`src/rtl/eeg_pkg.sv`:
```
// eeg_pkg: shared FSM encoding, default widths and config register indices for eeg_dat_parser
package eeg_pkg;
  typedef enum logic [1:0] {IDLE = 2'd0, CMD_ADDR = 2'd1, CMD_DATA = 2'd2, DAT = 2'd3} state_t;
  localparam int DAT_DW_DEF = 8;
  localparam int SMP_DW_DEF = 16;
  localparam int REG_CTRL = 0;
  localparam int REG_CH_EN = 1;
endpackage

```
`src/rtl/eeg_smp_pack.sv`:
```
// eeg_smp_pack: little-endian byte-lane assembly into a registered valid/ready sample (pad flag under EEG_PARSER_ERR_EN)
module eeg_smp_pack import eeg_pkg::*; #(
  parameter int DAT_DW = DAT_DW_DEF,
  parameter int SMP_DW = SMP_DW_DEF
) (
  input  logic              clk,
  input  logic              rst,
  input  logic              beat,
  input  logic              lst,
  input  logic [DAT_DW-1:0] dat,
  input  logic              smp_rdy,
  output logic              rdy,
  output logic              smp_vld,
  output logic              smp_lst,
  output logic [SMP_DW-1:0] smp_dat
`ifdef EEG_PARSER_ERR_EN
  ,
  output logic              pad
`endif
);
  localparam int NB = SMP_DW / DAT_DW;
  localparam int BW = NB > 1 ? $clog2(NB) : 1;
  logic [BW-1:0] bcnt;
  logic [SMP_DW-1:0] acc, acc_n;
  logic done;
  always_comb begin
    acc_n = acc | (SMP_DW'(dat) << (int'(bcnt) * DAT_DW));
    done = beat && (lst || bcnt == BW'(NB - 1));
    rdy = !smp_vld || smp_rdy;
  end
`ifdef EEG_PARSER_ERR_EN
  assign pad = beat && lst && bcnt != BW'(NB - 1);
`endif
  always_ff @(posedge clk) begin
    if (rst) begin
      bcnt <= '0;
      acc <= '0;
      smp_vld <= 1'b0;
      smp_lst <= 1'b0;
      smp_dat <= '0;
    end else begin
      if (done) begin
        smp_dat <= acc_n;
        smp_lst <= lst;
        bcnt <= '0;
        acc <= '0;
      end else if (beat) begin
        acc <= acc_n;
        bcnt <= bcnt + 1'b1;
      end
      smp_vld <= done || (smp_vld && !smp_rdy);
    end
  end
endmodule

```
`src/rtl/eeg_dat_parser.sv`:
```
// eeg_dat_parser: byte-stream parser feeding a config register bank and packed EEG samples; sticky err port under EEG_PARSER_ERR_EN
module eeg_dat_parser import eeg_pkg::*; #(
  parameter int DAT_DW  = DAT_DW_DEF,
  parameter int SMP_DW  = SMP_DW_DEF,
  parameter int NUM_REG = 8,
  parameter int REG_AW  = 3
) (
  input  logic                      clk,
  input  logic                      rst,
  input  logic                      in_vld,
  input  logic                      in_lst,
  output logic                      in_rdy,
  input  logic [DAT_DW-1:0]         in_dat,
  input  logic                      in_cmd,
  output logic                      smp_vld,
  output logic                      smp_lst,
  input  logic                      smp_rdy,
  output logic [SMP_DW-1:0]         smp_dat,
  output logic [NUM_REG*DAT_DW-1:0] cfg_reg,
  output logic                      busy
`ifdef EEG_PARSER_ERR_EN
  ,
  output logic                      err
`endif
);
  state_t state, state_n;
  logic [REG_AW-1:0] wr_ptr;
  logic [NUM_REG-1:0][DAT_DW-1:0] cfg;
  logic pk_rdy, beat, dat_beat;
  assign cfg_reg = cfg;
  assign busy = state != IDLE;
  always_comb begin
    in_rdy = state == CMD_DATA ? 1'b1 : state == DAT ? pk_rdy : state == IDLE ? (in_cmd || pk_rdy) : 1'b0;
    beat = in_vld && in_rdy;
    dat_beat = beat && (state == DAT || (state == IDLE && !in_cmd));
    state_n = state == IDLE ? (beat && !in_lst ? (in_cmd ? CMD_DATA : DAT) : IDLE)
            : (state == CMD_DATA || state == DAT) ? (beat && in_lst ? IDLE : state)
            : IDLE;
  end
  always_ff @(posedge clk) state <= rst ? IDLE : state_n;
  always_ff @(posedge clk) begin
    if (rst) begin
      wr_ptr <= '0;
      cfg <= '0;
    end else if (beat && state == IDLE && in_cmd) begin
      wr_ptr <= in_dat[REG_AW-1:0];
    end else if (beat && state == CMD_DATA) begin
      cfg[wr_ptr] <= in_dat;
      wr_ptr <= wr_ptr == REG_AW'(NUM_REG - 1) ? '0 : wr_ptr + 1'b1;
    end
  end
`ifdef EEG_PARSER_ERR_EN
  logic pk_pad;
  always_ff @(posedge clk) begin
    if (rst) err <= 1'b0;
    else if (pk_pad || (beat && ((state == CMD_DATA && !in_cmd) || (state == DAT && in_cmd)))) err <= 1'b1;
  end
`endif
  eeg_smp_pack #(.DAT_DW(DAT_DW), .SMP_DW(SMP_DW)) u_pack (
    .clk(clk),
    .rst(rst),
    .beat(dat_beat),
    .lst(in_lst),
    .dat(in_dat),
    .smp_rdy(smp_rdy),
    .rdy(pk_rdy),
    .smp_vld(smp_vld),
    .smp_lst(smp_lst),
    .smp_dat(smp_dat)
`ifdef EEG_PARSER_ERR_EN
    ,
    .pad(pk_pad)
`endif
  );
endmodule
```
`config.mk`:
```
export PLATFORM = sky130hd
export DESIGN_NAME = eeg_dat_parser
export DESIGN_NICKNAME = d
export VERILOG_FILES = /design/src/rtl/eeg_pkg.sv /design/src/rtl/eeg_smp_pack.sv /design/src/rtl/eeg_dat_parser.sv
export SDC_FILE = /design/constraint.sdc
export NUM_CORES = 1
export LEC_CHECK = 0
export ABC_AREA = 1
export CORE_ASPECT_RATIO = 1.2
export CORE_MARGIN = 2
export CORE_UTILIZATION = 40
export CTS_BUF_LIST = sky130_fd_sc_hd__clkbuf_8
export CTS_CLUSTER_DIAMETER = 60
export DETAILED_ROUTE_END_ITERATION = 16
export MAX_ROUTING_LAYER = met4
export PLACE_DENSITY_LB_ADDON = 0.15
export SKIP_CTS_REPAIR_TIMING = 1
export SLEW_MARGIN = 20
export SYNTH_ARGS = -nofsm -noshare
export SYNTH_HDL_FRONTEND = slang
export SYNTH_SLANG_ARGS = --single-unit
export TNS_END_PERCENT = 30
```
`constraint.sdc`:
```
create_clock -name clk -period 2.3 [get_ports clk]
set_input_delay 0.23 -clock clk [delete_from_list [all_inputs] [get_ports clk]]
set_output_delay 0.23 -clock clk [all_outputs]
set_load 0.05 [all_outputs]
```
==> results.ini, run 1 <==
[worst_setup_path]
cp-end-kind = output port
worstPathRequired_ns = 2.07
arrival_ns = 1.76
path_class = register to output port
path_max_fanout = 5
cp-start-kind = register

[yosys]
yosysTopAreaCell = dfxtp_1
synth-seq-cells = 104
synth_nets = 513
ys_warn_count = 0
synth_seq_area_share = 0.5049
syn_area_sq_um = 4124
synth_cell_types = 28
synth_top_cell_area_share = 0.5049
avgSynthCellArea_sq_um = 8.298
synthCells = 497
synth.area.top_cells = dfxtp_1 (50%), a21oi_1 (7.8%), o21ai_0 (7.8%)

[floorplan]
die_h_um = 115.2
start_util = 0.4120
dieArea_sq_um = 11140
fp-row-count = 40
coreArea_sq_um = 10010
die_w_um = 96.69
ioPinCount = 98

[sta]
fin_crit_ns = 1.990
fin_setup_tns_ns = 0
fin_crit_sh = 0.8653
hold_viol = 0
tightestPinTransition_ns = 0.5449
fin_skew_ns = 0.01012
worst_slack_ns = 0.3099
relSlewSlack = 0.6356
fmax_mhz = 502.5
rsz0062_at_grt = false
setup_viol = 0
slew_violations = 0

[pwr]
total_power_mw = 3.406
power_density_nw_per_um2 = 637.9
sequentialPowerShare = 0.550
p_int_mw = 2.405
p_sw_mw = 1.002
clkPwrFrac = 0.307
ir_worst_vdd_uv = 348.7
p_leak_nw = 2.333
swShare = 0.2940
comb_power_share = 0.144

[drt]
vias = 3387
drtAntennaViolNets = 0
drc = 0
vias_per_cell = 4.704
wl_per_cell_um = 13.96
first_pass_iters = 4
drtIter0Drc = 80
finalWirelength_um = 10050

[placement]
placedCellCount = 704
gp_congestion = 0.8037
dp_hpwl_um = 7049
numPortBuffers = 97
dp_slack_ns = 0.3662

[cts]
cts-root-buf = clkbuf_8
h-tree-depth = 3
cts_inserted_buffers = 9
cts_sinks = 104
cts_max_path_buffers = 2
cts_tree = yes
clock_latency_ns = 0.36
clkTransAtPathRegs_ns = 0.10

[global_route]
grt_max_degree = 46
grt_pass1_wl_um = 16170
grt_pass1_vias = 3344
antenna_found_initial = 0
track_usage = 0.1876
grt.overflow.total = 0

[cells_and_area]
final_cells = 720
n_fill_cell = 971
area.sequential_sq_um = 2082
multiInputGateArea_sq_um = 1658
final_layout_size_suffix_gt1_frac = 0.09259
insertedDiodeCount = 0
syn2layout_area_growth_pct = 29.49
largest_register_ff_count = 64
final_common_cell = dfxtp_1
nets = 605
final_cell_mix = dfxtp_1 (104), clkdlybuf4s50_1 (96), nand2_1 (79)

[status]
outcome = finished clean

[min_path]
hold_path.class = input pin to register

[flow_run]
cap_violations = 0

-- final timing paths --
path             startpoint  slack, ns           endpoint  cells after the start
min reg2reg  u_pack.smp_lst       0.49     u_pack.smp_lst                      2
max                state[1]       0.31               busy                      3
min               in_dat[2]       0.48          wr_ptr[2]                      3
max reg2reg        state[1]       0.67  u_pack.smp_dat[1]                      8
-- worst max-delay path, stage by stage, from the launching register on --
cell and delay, ns:
dfxtp_1 0.44, inv_2 0.08, nand2_2 0.08, clkdlybuf4s50_1 0.80
-- metrics by stage --
stage / instance area [sq um] / utilization / hold WS [ns]
after floorplan: 4124 / - / 0.2991
after global placement: 5161 / 0.5156 / 0.4712
after detailed placement: 5161 / 0.5156 / 0.4828
after CTS: 5340 / 0.5335 / 0.4729
after global routing: 5340 / 0.5335 / 0.5007
final: 5340 / 0.5335 / 0.4841
-- final cells by class --
class | count | area share
multi-input cells | 314 | 0.3104
clock buffers | 9 | 0.02320
repair buffers | 106 | 0.1987
well taps | 126 | 0.02952
inverters | 54 | 0.03796
clock inverters | 7 | 0.01031
flip-flops and latches | 104 | 0.3899
-- power groups by stage --
stage               logic [mW]  clock network [mW]  registers, mW
finish                   0.489                1.04           1.87
global route             0.531                1.13           1.88
CTS                      0.495                1.08           1.87
detailed placement       0.492                   0           1.92
global placement         0.488                   0           1.91
floorplan                0.230                   0           2.02
-- Yosys cell counts --
| cell | count |
|---|---|
| clkinv_1 | 7 |
| buf_4 | 3 |
| nand4_1 | 2 |
| or2_2 | 1 |
| a21oi_1 | 64 |
| nor2_1 | 55 |
| nand4_4 | 1 |
| inv_1 | 44 |
| inv_2 | 3 |
| nand2_4 | 1 |
| o22ai_1 | 1 |
| nand2_1 | 79 |
| a22oi_1 | 1 |
| nand3_4 | 1 |
| nand2_2 | 3 |
| buf_2 | 1 |
| ha_1 | 2 |
| a21oi_2 | 6 |
| nor2_8 | 9 |
| clkbuf_1 | 11 |
| o21ai_1 | 16 |
| a31oi_1 | 1 |
| nand2_8 | 2 |
| dfxtp_1 | 104 |
| nand3_1 | 4 |
| o21ai_0 | 64 |
| buf_6 | 10 |
| o21ai_2 | 1 |
-- cell families (layout without fill, tap and decap cells) --
group / after synthesis / in the layout / synth area share
flip-flops: 104 / 104 / 0.5049
buffers and inverters: 79 / 176 / 0.09314
AND/OR/NAND/NOR: 158 / 158 / 0.2015
AO/OA/AOI/OAI: 154 / 154 / 0.1945
adder cells (fa/ha/maj): 2 / 2 / 0.006067
-- layer usage --
layer / global-route usage / share of wire
met2: 0.3208 / 0.49
met1: 0.2154 / 0.45
met4: 0.07136 / 0.013
met5: - / 0
met3: 0.04316 / 0.052
No activity file was read; power rests on OpenSTA's default activity.
==> run 2: changes to the inputs <==
CAP_MARGIN = 20   (was default)
CORE_UTILIZATION = 55   (was 40)
GPL_TIMING_DRIVEN = 0   (was default)
==> run 2 against run 1 <==
Flip-flop and latch count unchanged. Clock skew increased by 0.0040 ns. Die area fell by 26%. Final area increased by 0.80%. Core utilization rose by 21 points. Final cell count fell by 3.2%. Non-clock buffer count grew 15. Fmax decreased by 2.5%. Critical endpoint unchanged.
==> results.ini, run 2 (synthesis results as in run 1) <==
[global_route]
grt.overflow.total = 0  ; unchanged
grt_busiest_layer = met2  ; unchanged
use_met3 = 0.06365  ; was 0.04316
grt_max_degree = 17  ; was 46
track_usage = 0.2735  ; was 0.1876
grt_use_met1 = 0.2980  ; was 0.2154
grt_pass1_vias = 3630  ; was 3344
antenna_found_initial = 0  ; unchanged
grtUsageMet2 = 0.4721  ; was 0.3208
grt_pass1_wl_um = 17490  ; was 16170 um

[worst_setup_path]
path_max_fanout = 5  ; unchanged
path_class = register to output port  ; unchanged
worstPathRequired_ns = 2.07  ; about the same
cp-start-kind = register  ; unchanged
arrival_ns = 1.81  ; was 1.76 ns
cp-end-kind = output port  ; unchanged

[cells_and_area]
insertedDiodeCount = 0  ; unchanged
area.sequential_sq_um = 2082  ; unchanged
syn2layout_area_growth_pct = 30.52  ; was 29.49%
nets = 620  ; was 605
multiInputGateArea_sq_um = 1658  ; unchanged
final_cells = 697  ; was 720
fin_util = 0.7399  ; was 0.5335
final_layout_size_suffix_gt1_frac = 0.09226  ; was 0.09259
largest_register_ff_count = 64  ; unchanged
final_common_cell = dfxtp_1  ; unchanged
n_fill_cell = 565  ; was 971
final_cell_mix = dfxtp_1 (104), clkdlybuf4s50_1 (95), nand2_1 (79)  ; was dfxtp_1 (104), clkdlybuf4s50_1 (96), nand2_1 (79)

[sta]
fin_setup_tns_ns = 0  ; unchanged
fin_crit_ns = 2.042  ; was 1.990 ns
slew_violations = 0  ; unchanged
fmax_mhz = 489.8  ; was 502.5 MHz
fin_skew_ns = 0.01416  ; was 0.01012 ns
hold_viol = 0  ; unchanged
tightestPinTransition_ns = 0.5994  ; was 0.5449 ns
rsz0062_at_grt = false  ; unchanged
fin_crit_sh = 0.8877  ; was 0.8653
relSlewSlack = 0.6004  ; was 0.6356
setup_viol = 0  ; unchanged

[cts]
clkTransAtPathRegs_ns = 0.09  ; was 0.10 ns
cts_tree = yes  ; unchanged
cts_sinks = 104  ; unchanged
h-tree-depth = 3  ; unchanged
cts_max_path_buffers = 2  ; unchanged
clock_latency_ns = 0.37  ; was 0.36 ns
cts_inserted_buffers = 9  ; unchanged
cts-root-buf = clkbuf_8  ; unchanged

[drt]
drtAntennaViolNets = 0  ; unchanged
finalWirelength_um = 10790  ; was 10050 um
drtIter0Drc = 169  ; was 80
vias_per_cell = 5.278  ; was 4.704
drc = 0  ; unchanged
wl_per_cell_um = 15.48  ; was 13.96 um
first_pass_iters = 5  ; was 4
vias = 3679  ; was 3387

[flow_run]
cap_violations = 0  ; unchanged

[min_path]
hold_path.class = input pin to register  ; unchanged

[placement]
numPortBuffers = 96  ; was 97
dp_hpwl_um = 7424  ; was 7049 um
placedCellCount = 683  ; was 704
gp_congestion = 0.7999  ; was 0.8037

[floorplan]
die_w_um = 83.05  ; was 96.69 um
dieArea_sq_um = 8209  ; was 11140 sq um
fp-row-count = 34  ; was 40
ioPinCount = 98  ; unchanged
coreArea_sq_um = 7274  ; was 10010 sq um
die_h_um = 98.86  ; was 115.2 um
start_util = 0.5669  ; was 0.4120

[pwr]
ir_worst_vdd_uv = 465.3  ; was 348.7 uV
p_leak_nw = 2.366  ; was 2.333 nW
power_density_nw_per_um2 = 648.9  ; was 637.9 nW/um^2

[status]
outcome = finished clean  ; unchanged

run 2: changes by cell type in the layout (fill, tap and decap cells not counted), sizes merged:
cell / delta
clkinvlp: +1
buf: +4
clkdlybuf4s50: -1
clkbuf: +11
bufinv: +1
dlymetal6s2s: +1
inv: -1
clkinv: -3
run 2: cell type report:
| cell class | count | share of cell area |
|---|---|---|
| flip-flops and latches | 104 | 0.3868 |
| inverters | 54 | 0.03766 |
| repair buffers | 96 | 0.1790 |
| plain buffers | 25 | 0.03371 |
| well taps | 90 | 0.02092 |
| clock buffers | 9 | 0.02301 |
| clock inverters | 5 | 0.01093 |
| multi-input cells | 314 | 0.3080 |
run 2: stage by stage:
stage / worst slack (ns) / instance area (sq um) / hold slack [ns] / power [mW]
floorplan: 0.5208 / 4124 / 0.2991 / 2.248
global placement: 0.1148 / 5197 / 0.4567 / 2.394
detailed placement: 0.02893 / 5197 / 0.4958 / 2.408
CTS: -0.01021 / 5380 / 0.3001 / 3.489
global route: 0.2076 / 5383 / 0.3068 / 3.616
finish: 0.2583 / 5383 / 0.3046 / 3.493
run 2: report_power, final:
part	switching [mW]	leakage [nW]	internal [mW]
Sequential	0.0279	0.841	1.84
Combinational	0.347	1.44	0.152
Clock	0.628	0.0876	0.494
Total	1.00	2.37	2.49
run 2: worst max-delay path: stages, from the launching register on:
cell             delay (ns)
dfxtp_1                0.46
inv_2                  0.09
nand2_2                0.09
clkdlybuf4s50_1        0.80
run 2: per-layer routing:
metal / routed length [um] / up-vias / share of wire
met5: 0 / - / 0
met4: 329 / 0 / 0.030
met3: 570 / 27 / 0.053
met2: 5456 / 123 / 0.51
met1: 4433 / 1716 / 0.41
li1: - / 1813 / -
run 2: worst paths after layout:
check	cells after the start	endpoint	slack [ns]	start
min	4	state[1]	0.30	in_vld
max	3	busy	0.26	state[1]
min reg2reg	2	u_pack.smp_lst	0.50	u_pack.smp_lst
max reg2reg	8	u_pack.acc[0]	0.70	state[1]
